## src/rtl/ctrl_pkg.sv

```systemverilog
// Shared encodings for the ID-stage decoder and the ID/EX scoreboard:
// opcodes, ALU-op codes, immediate formats and the packed control word.
package ctrl_pkg;

    localparam logic [6:0] OP_R     = 7'b0110011;
    localparam logic [6:0] OP_I     = 7'b0010011;
    localparam logic [6:0] OP_LOAD  = 7'b0000011;
    localparam logic [6:0] OP_JALR  = 7'b1100111;
    localparam logic [6:0] OP_S     = 7'b0100011;
    localparam logic [6:0] OP_B     = 7'b1100011;
    localparam logic [6:0] OP_JAL   = 7'b1101111;
    localparam logic [6:0] OP_AUIPC = 7'b0010111;
    localparam logic [6:0] OP_LUI   = 7'b0110111;
    localparam logic [6:0] OP_FLW   = 7'b0000111;
    localparam logic [6:0] OP_FSW   = 7'b0100111;
    localparam logic [6:0] OP_FCAL  = 7'b1010011;
    localparam logic [6:0] OP_CSR   = 7'b1110011;

    localparam logic [2:0] R_ALU = 3'd0;
    localparam logic [2:0] I_ALU = 3'd1;
    localparam logic [2:0] ADD   = 3'd2;
    localparam logic [2:0] SUB   = 3'd3;
    localparam logic [2:0] LUI   = 3'd4;
    localparam logic [2:0] U_ALU = 3'd5;
    localparam logic [2:0] F_ALU = 3'd6;
    localparam logic [2:0] CSR   = 3'd7;

    localparam logic [2:0] IMM_NONE = 3'd0;
    localparam logic [2:0] IMM_I    = 3'd1;
    localparam logic [2:0] IMM_S    = 3'd2;
    localparam logic [2:0] IMM_B    = 3'd3;
    localparam logic [2:0] IMM_U    = 3'd4;
    localparam logic [2:0] IMM_J    = 3'd5;

    // isjal: 01 = JAL, 10 = JALR; memwrite is active-low per byte lane
    typedef struct packed {
        logic [2:0] immtype;
        logic [2:0] aluop;
        logic       regdst;
        logic       alusrc;
        logic [1:0] isjal;
        logic       branch;
        logic [3:0] memwrite;
        logic       memread;
        logic       regwrite;
        logic       memtoreg;
        logic       float_rs1;
        logic       float_rs2;
        logic       float_rd;
    } ctrl_t;

    localparam ctrl_t NOP_CTRL = '{
        immtype: IMM_NONE, aluop: R_ALU, regdst: 1'b0, alusrc: 1'b0,
        isjal: 2'b00, branch: 1'b0, memwrite: 4'b1111, memread: 1'b0,
        regwrite: 1'b0, memtoreg: 1'b0, float_rs1: 1'b0, float_rs2: 1'b0,
        float_rd: 1'b0
    };

    function automatic logic [3:0] store_be(input logic [2:0] funct3);
        case (funct3)
            3'b010:  store_be = 4'b0000;
            3'b000:  store_be = 4'b1110;
            3'b001:  store_be = 4'b1100;
            default: store_be = 4'b1111;
        endcase
    endfunction

endpackage

```

## src/rtl/ctrl_decode.sv

```systemverilog
// Combinational opcode/funct3 decoder: control word, illegal flag,
// source-use flags and the write-latency class of the instruction.
module ctrl_decode
    import ctrl_pkg::*;
(
    input  logic [6:0] opcode,
    input  logic [2:0] funct3,
    output ctrl_t      ctrl,
    output logic       illegal,
    output logic       use_rs1,
    output logic       use_rs2,
    output logic       is_fcal,
    output logic       is_load
);

    always_comb begin
        ctrl    = NOP_CTRL;
        illegal = 1'b0;
        use_rs1 = 1'b0;
        use_rs2 = 1'b0;
        is_fcal = 1'b0;
        is_load = 1'b0;
        case (opcode)
            OP_R: begin
                ctrl.aluop = R_ALU; ctrl.regdst = 1'b1; ctrl.regwrite = 1'b1;
                use_rs1 = 1'b1; use_rs2 = 1'b1;
            end
            OP_I: begin
                ctrl.immtype = IMM_I; ctrl.aluop = I_ALU; ctrl.alusrc = 1'b1;
                ctrl.regdst = 1'b1; ctrl.regwrite = 1'b1;
                use_rs1 = 1'b1;
            end
            OP_LOAD, OP_FLW: begin
                ctrl.immtype = IMM_I; ctrl.aluop = ADD; ctrl.alusrc = 1'b1;
                ctrl.regdst = 1'b1; ctrl.memread = 1'b1; ctrl.regwrite = 1'b1;
                ctrl.memtoreg = 1'b1; ctrl.float_rd = (opcode == OP_FLW);
                use_rs1 = 1'b1; is_load = 1'b1;
            end
            OP_JALR: begin
                ctrl.immtype = IMM_I; ctrl.aluop = ADD; ctrl.alusrc = 1'b1;
                ctrl.isjal = 2'b10; ctrl.regdst = 1'b1; ctrl.regwrite = 1'b1;
                use_rs1 = 1'b1;
            end
            OP_S, OP_FSW: begin
                ctrl.immtype = IMM_S; ctrl.aluop = ADD; ctrl.alusrc = 1'b1;
                ctrl.memwrite = store_be(funct3);
                ctrl.float_rs2 = (opcode == OP_FSW);
                use_rs1 = 1'b1; use_rs2 = 1'b1;
            end
            OP_B: begin
                ctrl.immtype = IMM_B; ctrl.aluop = SUB; ctrl.branch = 1'b1;
                use_rs1 = 1'b1; use_rs2 = 1'b1;
            end
            OP_JAL: begin
                ctrl.immtype = IMM_J; ctrl.aluop = ADD; ctrl.isjal = 2'b01;
                ctrl.regdst = 1'b1; ctrl.regwrite = 1'b1;
            end
            OP_AUIPC: begin
                ctrl.immtype = IMM_U; ctrl.aluop = U_ALU; ctrl.alusrc = 1'b1;
                ctrl.regdst = 1'b1; ctrl.regwrite = 1'b1;
            end
            OP_LUI: begin
                ctrl.immtype = IMM_U; ctrl.aluop = LUI; ctrl.alusrc = 1'b1;
                ctrl.regdst = 1'b1; ctrl.regwrite = 1'b1;
            end
            OP_FCAL: begin
                ctrl.aluop = F_ALU; ctrl.regdst = 1'b1; ctrl.regwrite = 1'b1;
                ctrl.float_rs1 = 1'b1; ctrl.float_rs2 = 1'b1; ctrl.float_rd = 1'b1;
                use_rs1 = 1'b1; use_rs2 = 1'b1; is_fcal = 1'b1;
            end
            OP_CSR: begin
                ctrl.immtype = IMM_I; ctrl.aluop = CSR; ctrl.regdst = 1'b1;
                ctrl.regwrite = 1'b1;
                use_rs1 = 1'b1;
            end
            default: illegal = 1'b1;
        endcase
    end

endmodule

```

## src/rtl/ctrl_decode_scoreboard.sv

```systemverilog
// ID stage decode + ID/EX pipeline register with a per-register countdown
// scoreboard that stalls ID on RAW hazards forwarding cannot cover.
module ctrl_decode_scoreboard
    import ctrl_pkg::*;
#(
    parameter int FP_LAT   = 3,
    parameter int LOAD_LAT = 1,
    parameter int REG_AW   = 5
) (
    input  logic              clk,
    input  logic              rst_n,
    input  logic              id_valid,
    output logic              id_ready,
    input  logic [31:0]       id_inst,
    input  logic              flush,
    output logic              ex_valid,
    input  logic              ex_ready,
    output logic [21:0]       ex_ctrl,
    output logic [REG_AW-1:0] ex_rd,
    output logic [REG_AW-1:0] ex_rs1,
    output logic [REG_AW-1:0] ex_rs2,
    output logic [2:0]        ex_funct3,
    output logic              ex_illegal
);

    localparam int NREG    = 1 << REG_AW;
    localparam int MAX_LAT = (FP_LAT > LOAD_LAT) ? FP_LAT : LOAD_LAT;
    localparam int CW      = $clog2(MAX_LAT + 1);

    ctrl_t             dec_ctrl;
    logic              dec_illegal, use_rs1, use_rs2, is_fcal, is_load;
    logic [REG_AW-1:0] id_rd, id_rs1, id_rs2;
    logic [2:0]        id_funct3;
    logic              unused_inst_bits;

    assign id_rd            = id_inst[7 +: REG_AW];
    assign id_rs1           = id_inst[15 +: REG_AW];
    assign id_rs2           = id_inst[20 +: REG_AW];
    assign id_funct3        = id_inst[14:12];
    assign unused_inst_bits = ^id_inst[31:25];

    ctrl_decode u_decode (
        .opcode  (id_inst[6:0]),
        .funct3  (id_funct3),
        .ctrl    (dec_ctrl),
        .illegal (dec_illegal),
        .use_rs1 (use_rs1),
        .use_rs2 (use_rs2),
        .is_fcal (is_fcal),
        .is_load (is_load)
    );

    logic [CW-1:0] int_cnt [NREG];
    logic [CW-1:0] fp_cnt  [NREG];
    logic [NREG-1:0] int_busy, fp_busy;

    always_comb begin
        int_busy = '0;
        fp_busy  = '0;
        for (int i = 0; i < NREG; i++) begin
            int_busy[i] = (int_cnt[i] != '0);
            fp_busy[i]  = (fp_cnt[i] != '0);
        end
    end

    logic  busy1, busy2, hazard, issue;
    ctrl_t ex_ctrl_q;

    assign busy1  = dec_ctrl.float_rs1 ? fp_busy[id_rs1] : int_busy[id_rs1];
    assign busy2  = dec_ctrl.float_rs2 ? fp_busy[id_rs2] : int_busy[id_rs2];
    assign hazard = id_valid && ((use_rs1 && busy1) || (use_rs2 && busy2));

    // Handshake: a transfer happens on a cycle where valid && ready; ID/EX
    // contents stay stable while ex_valid && !ex_ready. Flush drops ID.
    assign id_ready = flush || (!hazard && (!ex_valid || ex_ready));
    assign issue    = id_valid && id_ready && !flush;

    logic [CW-1:0] wr_lat;
    logic          load_int, load_fp, clr_int, clr_fp;

    assign wr_lat   = is_fcal ? CW'(FP_LAT) : (is_load ? CW'(LOAD_LAT) : '0);
    assign load_int = issue && dec_ctrl.regwrite && !dec_ctrl.float_rd && (id_rd != '0);
    assign load_fp  = issue && dec_ctrl.regwrite && dec_ctrl.float_rd;
    assign clr_int  = flush && ex_valid && ex_ctrl_q.regwrite && !ex_ctrl_q.float_rd;
    assign clr_fp   = flush && ex_valid && ex_ctrl_q.regwrite && ex_ctrl_q.float_rd;

    // Priority per counter: issue load, then flush clear, then decrement
    always_ff @(posedge clk or negedge rst_n) begin
        if (!rst_n) begin
            for (int i = 0; i < NREG; i++) begin
                int_cnt[i] <= '0;
                fp_cnt[i]  <= '0;
            end
        end else begin
            for (int i = 0; i < NREG; i++) begin
                if (load_int && id_rd == REG_AW'(i))
                    int_cnt[i] <= wr_lat;
                else if (clr_int && ex_rd == REG_AW'(i))
                    int_cnt[i] <= '0;
                else if (int_cnt[i] != '0)
                    int_cnt[i] <= int_cnt[i] - 1'b1;

                if (load_fp && id_rd == REG_AW'(i))
                    fp_cnt[i] <= wr_lat;
                else if (clr_fp && ex_rd == REG_AW'(i))
                    fp_cnt[i] <= '0;
                else if (fp_cnt[i] != '0)
                    fp_cnt[i] <= fp_cnt[i] - 1'b1;
            end
        end
    end

    always_ff @(posedge clk or negedge rst_n) begin
        if (!rst_n) begin
            ex_valid   <= 1'b0;
            ex_ctrl_q  <= NOP_CTRL;
            ex_rd      <= '0;
            ex_rs1     <= '0;
            ex_rs2     <= '0;
            ex_funct3  <= '0;
            ex_illegal <= 1'b0;
        end else if (flush) begin
            ex_valid <= 1'b0;
        end else if (issue) begin
            ex_valid   <= 1'b1;
            ex_ctrl_q  <= dec_ctrl;
            ex_rd      <= id_rd;
            ex_rs1     <= id_rs1;
            ex_rs2     <= id_rs2;
            ex_funct3  <= id_funct3;
            ex_illegal <= dec_illegal;
        end else if (ex_ready) begin
            ex_valid <= 1'b0;
        end
    end

    // The control word is 21 bits wide; bit 21 of the port is reserved as zero
    assign ex_ctrl = {1'b0, ex_ctrl_q};

endmodule

```

## config.mk

```make
export PLATFORM = sky130hd
export DESIGN_NAME = ctrl_decode_scoreboard
export DESIGN_NICKNAME = d
export VERILOG_FILES = /design/src/rtl/ctrl_pkg.sv /design/src/rtl/ctrl_decode.sv /design/src/rtl/ctrl_decode_scoreboard.sv
export SDC_FILE = /design/constraint.sdc
export NUM_CORES = 1
export LEC_CHECK = 0
export ABC_AREA = 0
export BUFFER_PORTS_ARGS = -buffer_cell sky130_fd_sc_hd__buf_2
export CAP_MARGIN = 20
export CORE_UTILIZATION = 46
export CTS_BUF_LIST = sky130_fd_sc_hd__clkbuf_2
export CTS_CLUSTER_SIZE = 30
export DETAILED_ROUTE_END_ITERATION = 8
export SKIP_CTS_REPAIR_TIMING = 1
export SLEW_MARGIN = 25
export SYNTH_ARGS = -nofsm -noshare
export SYNTH_HDL_FRONTEND = slang
export SYNTH_SLANG_ARGS = --single-unit
```

## constraint.sdc

```tcl
create_clock -name clk -period 7.2 [get_ports clk]
set_input_delay 2.16 -clock clk [delete_from_list [all_inputs] [get_ports clk]]
set_output_delay 2.16 -clock clk [all_outputs]
set_load 0.05 [all_outputs]
```

==> results.sh, run 1 <==
export IMPL_period_minus_slack_ns=6.667
export IMPL_rsz0062_at_grt="false"
export IMPL_synth_area_leaders="dfrtp_1 36%, o21ai_0 8.5%, mux2i_1 7.6%"
export IMPL_nets=1425
export IMPL_drtIter0Drc=723
export IMPL_yosysWarningCount=0
export IMPL_crit_family="compound AO/OA/AOI/OAI gates"
export IMPL_path_class="in2out"
export IMPL_design_area_sq_mm=0.01226
export IMPL_p_leak_uw=0.005720
export IMPL_vias_per_cell=5.849
export IMPL_whs_path_depth=1
export IMPL_setup_tns_ns=0
export IMPL_hold_viol_final=0
export IMPL_grt_pass1_vias=9307
export IMPL_synth_edf_count=0
export IMPL_power_density_mw_per_mm2=393.9
export IMPL_insertion_delay_ns=0.79
export IMPL_ys_ff_latch=166
export IMPL_internal_power_uw=2766
export IMPL_clock_path_buffers=2
export IMPL_power_switching_share_pct=42.75
export IMPL_place_congestion=0.8867
export IMPL_yosys_cell_types_count=56
export IMPL_p_switching_uw=2065
export IMPL_die_w_um=160.0
export IMPL_area_growth_pct=6.741
export IMPL_arrival_ns=4.51
export IMPL_numPortBuffers=71
export IMPL_totalWireLength_mm=33.06
export IMPL_numCtsBuffers=17
export IMPL_seq_area_sq_mm=0.004158
export IMPL_worst_slew_pin_slew_ns=1.098
export IMPL_remaining_drc_errors=0
export IMPL_yosysSeqAreaShare_pct=36.19
export IMPL_grt_max_degree=85
export IMPL_vias=9715
export IMPL_syn_cell_area_sq_mm=0.01149
export IMPL_cp_required_ns=5.04
export IMPL_hp_class="reg2reg"
export IMPL_fin_crit_sh_pct=92.60
export IMPL_synth_most_common_cell="o21ai_0"
export IMPL_design_core_area_sq_mm=0.02439
export IMPL_status="completed"
export IMPL_fin_skew_ns=0.03956
export IMPL_peakVddDrop_mv=0.1754
export IMPL_setup_viol_count_final=0
export IMPL_place_ws_ns=0.5507
export IMPL_crit_fanout=9
export IMPL_path_clk_slew_ns=0.24
export IMPL_wl_per_cell_um=19.90
export IMPL_dp_hpwl_mm=22.58
export IMPL_cp_start_kind="input port"
export IMPL_path_cells="buf_2 -> mux4_2 -> mux2_2 -> a32o_1 -> a2111oi_2 -> a31oi_4 -> a31oi_1 -> o21bai_1 -> buf_2"
export IMPL_dieArea_sq_mm=0.02561
export IMPL_seq_power_share_pct=33.3
export IMPL_clockRootBuffer="clkbuf_2"
export IMPL_max_stage_delay_ns=0.55
export IMPL_start_util_pct=47.11
export IMPL_reg2reg_depth=11
export IMPL_cts_tree="yes"
export IMPL_io_pins=80
export IMPL_cap_violations=0
export IMPL_multiInputGateArea_sq_mm=0.006429
export IMPL_cpMaxStageDelayCell="mux4_2"
export IMPL_cts_sinks=166
export IMPL_first_pass_iters=5
export IMPL_yosysTopAreaCell="dfrtp_1"
export IMPL_antenna_found_initial=1
export IMPL_synthCells=1300
export IMPL_layout_setup_ws_ns=0.5331
export IMPL_num_rows=57
export IMPL_layout_drive_gt1_share_pct=12.95
export IMPL_fmax_mhz=150.0
export IMPL_placed_area_sq_mm=0.01198
export IMPL_overflow=0
export IMPL_cp_common_cell="buf_2"
export IMPL_maxSlewViolCount=0
export IMPL_ys_flop_type="dfrtp_1"
export IMPL_crit_buf_inv=2
export IMPL_ant_nets=0
export IMPL_slew_headroom_pct=26.80
export IMPL_avgSynthCellArea_sq_um=8.838
export IMPL_yosysTopAreaCellShare_pct=35.50
export IMPL_fillers=2349
export IMPL_critPathCaptureType="output pin"
export IMPL_grt_pass1_wl_mm=52.56
export IMPL_cp_depth=9
export IMPL_grt_usage_pct=26.61
export IMPL_pwr_share_comb_pct=54.3
export IMPL_async_flop_share_pct=100.0
export IMPL_htreeDepth=4
export IMPL_die_y_um=160.0
export IMPL_synth_common_cells="195 x o21ai_0, 163 x dfrtp_1, 133 x inv_1, 127 x nand2_1, 87 x mux2i_1"
export IMPL_syn_nets=1402
export IMPL_clkPwrFrac_pct=12.4
power groups by stage:
stage / clock network [uW] / logic, uW / registers (uW)
final: 600 / 2620 / 1610
after CTS: 615 / 2630 / 1610
after global routing: 647 / 3010 / 1670
after detailed placement: 0 / 2610 / 1630
after floorplan: 0 / 1940 / 1680
after global placement: 0 / 2520 / 1620
per-stage QoR:
step                      total power (uW)  utilization [%]  std cells  hold WS (ns)
after floorplan                       3622                -       1300        0.4843
after global placement                4138            49.09       1628        0.4715
after detailed placement              4244            49.11       1628        0.4792
after CTS                             4851            50.27       1660        0.5318
after global routing                  5325            50.28       1661        0.5550
final                                 4831            50.28       1661        0.5244
state kept, by name, summed over array words and instances (netlist names):
register / count
ex_ctrl: 18
ex_funct3: 3
ex_illegal: 1
ex_rd: 5
ex_rs1: 5
ex_rs2: 5
ex_valid: 1
fp_cnt: 64
int_cnt: 64
layer usage:
| layer | vias to the layer above | share of wire [%] | GRT usage (%) |
|---|---|---|---|
| li1 | 4571 | - | - |
| met1 | 4748 | 45 | 36.69 |
| met2 | 342 | 45 | 42.00 |
| met3 | 54 | 6.6 | 4.727 |
| met4 | 0 | 2.9 | 9.221 |
| met5 | - | 0 | 0 |
path summary, 6_finish.rpt:
check,startpoint,to,slack [ns]
setup reg to reg,fp_cnt[58],ex_rs2[1],3.16
setup / recovery,id_inst[15],id_ready,0.53
hold / removal,ex_funct3[1],ex_funct3[1],0.52
hold reg to reg,ex_funct3[1],ex_funct3[1],0.52
max in group asynchronous,rst_n,int_cnt[0],4.57
min in group asynchronous,rst_n,fp_cnt[40],1.37
cells in the final DEF (no fill, tap or decap), drive strengths merged, types with 2 or more instances in the layout:
master and instances:
a2111oi 2, a211o 2, a211oi 7, a21boi 3, a21oi 43, a22oi 2
a31oi 7, and3 2, buf 86, bufinv 4, clkbuf 17, clkinv 5
clkinvlp 3, dfrtp 163, dfstp 3, ha 65, inv 136, mux2 46
mux2i 87, mux4 17, nand2 127, nand2b 8, nand3 23, nand3b 5
nand4 69, nand4b 5, nor2 71, nor2b 14, nor3 22, nor3b 2
nor4 3, nor4b 2, o21ai 195, o21bai 2, o22ai 3, or2 3
or3 4, xnor2 63, xor2 3
layout make-up:
type	instances	area share, %
clock buffers	17	0.6937
diodes	1	0.02040
clock inverters	15	1.622
flip-flops and latches	166	33.90
well taps	324	3.305
repair buffers	86	3.969
multi-input cells	919	52.42
inverters	133	4.071
logic make-up after synthesis:
| kind of cell | synth area share, % |
|---|---|
| AO/OA/AOI/OAI | 12.90 |
| XOR/XNOR | 5.031 |
| adder cells (fa/ha/maj) | 7.078 |
| buffers and inverters | 8.069 |
| flip-flops | 36.19 |
| multiplexers | 15.42 |
| other | 0.03264 |
| AND/OR/NAND/NOR | 15.28 |
Note: power is estimated with default switching activity, not from simulation.
==> run 2, diff against run 1 <==
- BUFFER_PORTS_ARGS: -buffer_cell sky130_fd_sc_hd__buf_2 -> -buffer_cell sky130_fd_sc_hd__buf_4
- clock period: 7.2 -> 8.1 ns (I/O delays scaled with it)
==> results.sh, run 2 (same netlist as run 1, synthesis figures left out) <==
export IMPL_status="completed"
export IMPL_vias=9759
export IMPL_final_common_cell="o21ai_0"
export IMPL_fmax_mhz=138.0
export IMPL_cp_required_ns=5.67
export IMPL_period_minus_slack_ns=7.247
export IMPL_numPortBuffers=71
export IMPL_nets=1423
export IMPL_grt_max_degree=98
export IMPL_cp_common_cell="buf_4"
export IMPL_numCtsBuffers=17
export IMPL_p_leak_uw=0.005770
export IMPL_antenna_found_initial=1
export IMPL_dieArea_sq_mm=0.02561
export IMPL_remaining_drc_errors=0
export IMPL_cpMaxStageDelayCell="mux4_2"
export IMPL_arrival_ns=4.82
export IMPL_max_stage_delay_ns=0.56
export IMPL_grt_pass1_wl_mm=53.10
export IMPL_internal_power_uw=2457
export IMPL_hp_class="reg2reg"
export IMPL_fin_crit_sh_pct=89.47
export IMPL_clkPwrFrac_pct=12.4
export IMPL_rsz0062_at_grt="false"
export IMPL_overflow=0
export IMPL_dp_cells=1624
export IMPL_layout_cells_non_filler=1659
export IMPL_clock_path_buffers=2
export IMPL_pwr_share_comb_pct=54.5
export IMPL_cts_tree="yes"
export IMPL_fin_skew_ns=0.02802
export IMPL_layout_common_cells="195 x o21ai_0, 163 x dfrtp_1, 133 x inv_1"
export IMPL_reg2reg_depth=12
export IMPL_cts_sinks=166
export IMPL_area_growth_pct=8.200
export IMPL_cap_violations=0
export IMPL_setup_tns_ns=0
export IMPL_layout_drive_gt1_share_pct=12.97
export IMPL_whs_path_depth=1
export IMPL_path_cells="buf_4 -> mux4_2 -> mux2_2 -> a32o_1 -> a2111oi_2 -> a31oi_4 -> a31oi_1 -> o21bai_1 -> buf_4"
export IMPL_htreeDepth=4
export IMPL_die_w_um=160.0
export IMPL_critPathCaptureType="output pin"
export IMPL_seq_area_sq_mm=0.004158
export IMPL_slew_headroom_pct=28.48
export IMPL_setup_viol_count_final=0
export IMPL_design_core_area_sq_mm=0.02439
export IMPL_vias_per_cell=5.882
export IMPL_design_area_sq_mm=0.01243
export IMPL_grt_usage_pct=26.73
export IMPL_maxSlewViolCount=0
export IMPL_p_switching_uw=1851
export IMPL_fillers=2368
export IMPL_wl_per_cell_um=20.07
export IMPL_crit_fanout=23
export IMPL_cp_start_kind="input port"
export IMPL_hold_viol_final=0
export IMPL_io_pins=80
export IMPL_multiInputGateArea_sq_mm=0.006429
export IMPL_dp_hpwl_mm=22.25
export IMPL_first_pass_iters=7
export IMPL_path_clk_slew_ns=0.26
export IMPL_drtIter0Drc=625
export IMPL_ant_nets=0
export IMPL_placed_area_sq_mm=0.01211
export IMPL_place_ws_ns=0.8782
export IMPL_worst_slew_pin_slew_ns=1.073
export IMPL_clockRootBuffer="clkbuf_2"
export IMPL_place_congestion=0.8753
export IMPL_power_switching_share_pct=42.96
export IMPL_insertion_delay_ns=0.78
export IMPL_hold_ws_ns=0.5393
export IMPL_start_util_pct=47.11
export IMPL_peakVddDrop_mv=0.1475
export IMPL_path_class="in2out"
export IMPL_totalWireLength_mm=33.30
export IMPL_die_y_um=160.0
export IMPL_power_density_mw_per_mm2=346.5
export IMPL_grt_pass1_vias=9401
export IMPL_num_rows=57
export IMPL_seq_power_share_pct=33.2
export IMPL_layout_setup_ws_ns=0.8528
run 2: cell count changes in the layout (fill, tap and decap cells not counted), moves of 2 or more:
cell      before  now
buf_2         70    0
buf_4         14   81
inv_8          0    3
clkinv_1       2    0
run 2: power groups by stage:
stage | registers (uW) | clock network, uW | logic, uW
floorplan | 1500 | 0 | 1720
detailed placement | 1450 | 0 | 2330
finish | 1430 | 533 | 2350
CTS | 1430 | 546 | 2340
global placement | 1440 | 0 | 2250
global route | 1480 | 573 | 2690
run 2: cell type report:
class | count | share of cell area, %
multi-input cells | 919 | 51.71
clock inverters | 14 | 1.510
diodes | 1 | 0.02013
repair buffers | 84 | 5.314
flip-flops and latches | 166 | 33.44
clock buffers | 18 | 0.7246
inverters | 133 | 4.016
well taps | 324 | 3.261
run 2: worst max-delay path: cells and delay by family:
kind	cells	cell delay, ns
AO/OA/AOI/OAI	5	1.03
buffers and inverters	2	0.51
multiplexers	2	0.84
run 2: per-layer routing:
layer,routed length (um),global-route usage (%),vias to the layer above
li1,-,-,4555
met3,2524,5.377,42
met2,15130,42.08,372
met5,0,0,-
met1,14930,36.96,4790
met4,714,8.268,0
run 2: worst paths after layout:
path / from / to / slack [ns]
setup / recovery: id_inst[16] / id_ready / 0.85
hold / removal: ex_rs1[0] / ex_rs1[0] / 0.54
setup reg to reg: fp_cnt[62] / ex_funct3[0] / 3.92
hold reg to reg: ex_rs1[0] / ex_rs1[0] / 0.54
max in group asynchronous: rst_n / ex_ctrl[7] / 5.23
min in group asynchronous: rst_n / fp_cnt[41] / 1.69
run 2: stage by stage:
stage / total power [uW] / util, %
after global routing: 4742 / 50.97
after CTS: 4318 / 50.79
after global placement: 3688 / 49.64
final: 4308 / 50.97
after detailed placement: 3780 / 49.65
after floorplan: 3220 / -
==> run 3, diff against run 2 <==
- ABC_AREA: 0 -> 1
==> results.sh, run 3 <==
export IMPL_yosys_cell_types_count=42
export IMPL_clockRootBuffer="clkbuf_2"
export IMPL_yosysTopAreaCellShare_pct=34.57
export IMPL_synth_area_leaders="dfrtp_1 35%, nand2_1 13%, inv_1 7.6%"
export IMPL_vias=11497
export IMPL_dp_hpwl_mm=25.01
export IMPL_setup_tns_ns=0
export IMPL_p_leak_uw=0.006571
export IMPL_critPathCaptureType="output pin"
export IMPL_final_common_cell="nand2_1"
export IMPL_path_class="in2out"
export IMPL_period_minus_slack_ns=7.024
export IMPL_antenna_found_initial=2
export IMPL_area_growth_pct=8.294
export IMPL_fin_crit_sh_pct=86.71
export IMPL_power_density_mw_per_mm2=331.7
export IMPL_hold_viol_final=0
export IMPL_rsz0062_at_grt="false"
export IMPL_totalWireLength_mm=35.54
export IMPL_yosysTopAreaCell="dfrtp_1"
export IMPL_status="completed"
export IMPL_overflow=0
export IMPL_synth_most_common_cell="nand2_1"
export IMPL_worstReg2RegEnd="fp_cnt[45]"
export IMPL_nets=1887
export IMPL_design_core_area_sq_mm=0.02518
export IMPL_synth_common_cells="413 x nand2_1, 240 x inv_1, 226 x nor2_1, 170 x nand3_1, 163 x dfrtp_1"
export IMPL_final_util_pct=50.74
export IMPL_maxSlewViolCount=0
export IMPL_cp_start_kind="input port"
export IMPL_die_w_um=162.1
export IMPL_peakVddDrop_mv=0.1519
export IMPL_ys_ff_latch=166
export IMPL_cap_violations=0
export IMPL_dieArea_sq_mm=0.02629
export IMPL_synth_edf_count=0
export IMPL_rrSetupSlack_ns=4.33
export IMPL_ant_nets=0
export IMPL_syn_nets=1850
export IMPL_place_congestion=0.9139
export IMPL_cts_tree="yes"
export IMPL_yosysWarningCount=0
export IMPL_synth_xor_area_share_pct=0.5939
export IMPL_numCtsBuffers=17
export IMPL_grt_pass1_wl_mm=56.51
export IMPL_fmax_mhz=142.4
export IMPL_setup_viol_count_final=0
export IMPL_num_rows=58
export IMPL_yosys_area_share_simple_pct=34.45
export IMPL_arrival_ns=4.59
export IMPL_reg2reg_depth=18
export IMPL_slew_headroom_pct=27.80
export IMPL_ys_flop_type="dfrtp_1"
export IMPL_wl_per_cell_um=16.68
export IMPL_cp_required_ns=5.67
export IMPL_first_pass_iters=5
export IMPL_drtIter0Drc=862
export IMPL_start_util_pct=46.85
export IMPL_htreeDepth=4
export IMPL_numPortBuffers=71
export IMPL_synthCells=1748
export IMPL_worst_slew_pin_slew_ns=1.082
export IMPL_clock_path_buffers=2
export IMPL_die_y_um=162.1
export IMPL_grt_pass1_vias=10743
export IMPL_synth_top_family_by_area="simple AND/OR/NAND/NOR gates"
export IMPL_grt_usage_pct=27.92
export IMPL_async_flop_share_pct=100.0
export IMPL_vias_per_cell=5.395
export IMPL_cp_startpoint="id_inst[15]"
export IMPL_grt_max_degree=70
export IMPL_layout_common_cells="413 x nand2_1, 240 x inv_1, 226 x nor2_1"
export IMPL_synth_compound_area_share_pct=11.98
export IMPL_yosysSeqAreaShare_pct=35.24
export IMPL_muxShareOfSynthArea_pct=0
export IMPL_rr_startpoint="fp_cnt[60]"
export IMPL_insertion_delay_ns=0.79
export IMPL_yosys_area_share_adder_pct=6.894
export IMPL_syn_cell_area_sq_mm=0.01180
export IMPL_io_pins=80
export IMPL_remaining_drc_errors=0
export IMPL_crit_end="id_ready"
export IMPL_hp_class="reg2reg"
export IMPL_crit_fanout=34
export IMPL_path_clk_slew_ns=0.24
export IMPL_cts_sinks=166
export IMPL_layout_drive_gt1_share_pct=9.121
export IMPL_fin_skew_ns=0.05789
export IMPL_avgSynthCellArea_sq_um=6.749
## run 3: metal layers
layer	vias to the layer above	GRT usage (%)	share of wire (%)	wire, um
met5	-	0	0	0
li1	5733	-	-	-
met2	359	46.12	45	16160
met1	5351	37.55	46	16320
met4	0	8.019	1.9	691
met3	54	4.597	6.7	2368
## run 3: per-stage QoR
step / cell area [sq um] / hold slack (ns) / instances / setup slack, ns / total power (uW)
global placement: 12510 / 0.4611 / 2096 / 1.166 / 3679
detailed placement: 12510 / 0.4719 / 2096 / 1.154 / 3752
finish: 12780 / 0.4989 / 2131 / 1.076 / 4238
CTS: 12770 / 0.5001 / 2128 / 1.147 / 4256
global route: 12780 / 0.5295 / 2131 / 0.9346 / 4734
floorplan: 11800 / 0.4643 / 1748 / 1.497 / 3249
## run 3: final cells by class
type | count | area, sq um
clock inverter | 15 | 168.9
timing repair buffer | 81 | 611.8
multi-input combinational | 1263 | 6371
antenna | 3 | 7.507
fill | 2572 | 12410
inverter | 256 | 960.9
tap | 330 | 412.9
clock buffer | 17 | 85.08
sequential | 166 | 4158
## run 3: cells by family after synthesis
family,count (synthesis)
XOR/XNOR,8
flip-flops,166
AO/OA/AOI/OAI,266
adder cells (fa/ha/maj),65
buffers and inverters,319
AND/OR/NAND/NOR,923
other,1
## run 3: worst max-delay path, stage by stage
cell,delay [ns]
buf_4,0.26
inv_2,0.61
nand2_1,0.11
nand3_1,0.11
nand3_1,0.11
nand2_1,0.19
nand2_1,0.08
nand3_1,0.07
nand3_1,0.08
nand3_2,0.11
nand2_1,0.08
a21oi_1,0.13
buf_4,0.22
## run 3: power breakdown
part	switching (uW)	internal [uW]
Combinational	1430	955
Clock	344	149
Sequential	159	1200
Total	1930	2310
## run 3: worst min-delay path by stage
| stage | start | to | slack, ns | cells past startpoint |
|---|---|---|---|---|
| CTS | ex_ctrl[6] | ex_ctrl[6] | 0.50 | 2 |
| detailed placement | ex_ctrl[6] | ex_ctrl[6] | 0.47 | 2 |
| finish | ex_ctrl[6] | ex_ctrl[6] | 0.50 | 2 |
| floorplan | int_cnt[35] | int_cnt[35] | 0.46 | 2 |
| global placement | ex_ctrl[6] | ex_ctrl[6] | 0.46 | 2 |
| global route | ex_ctrl[6] | ex_ctrl[6] | 0.53 | 2 |
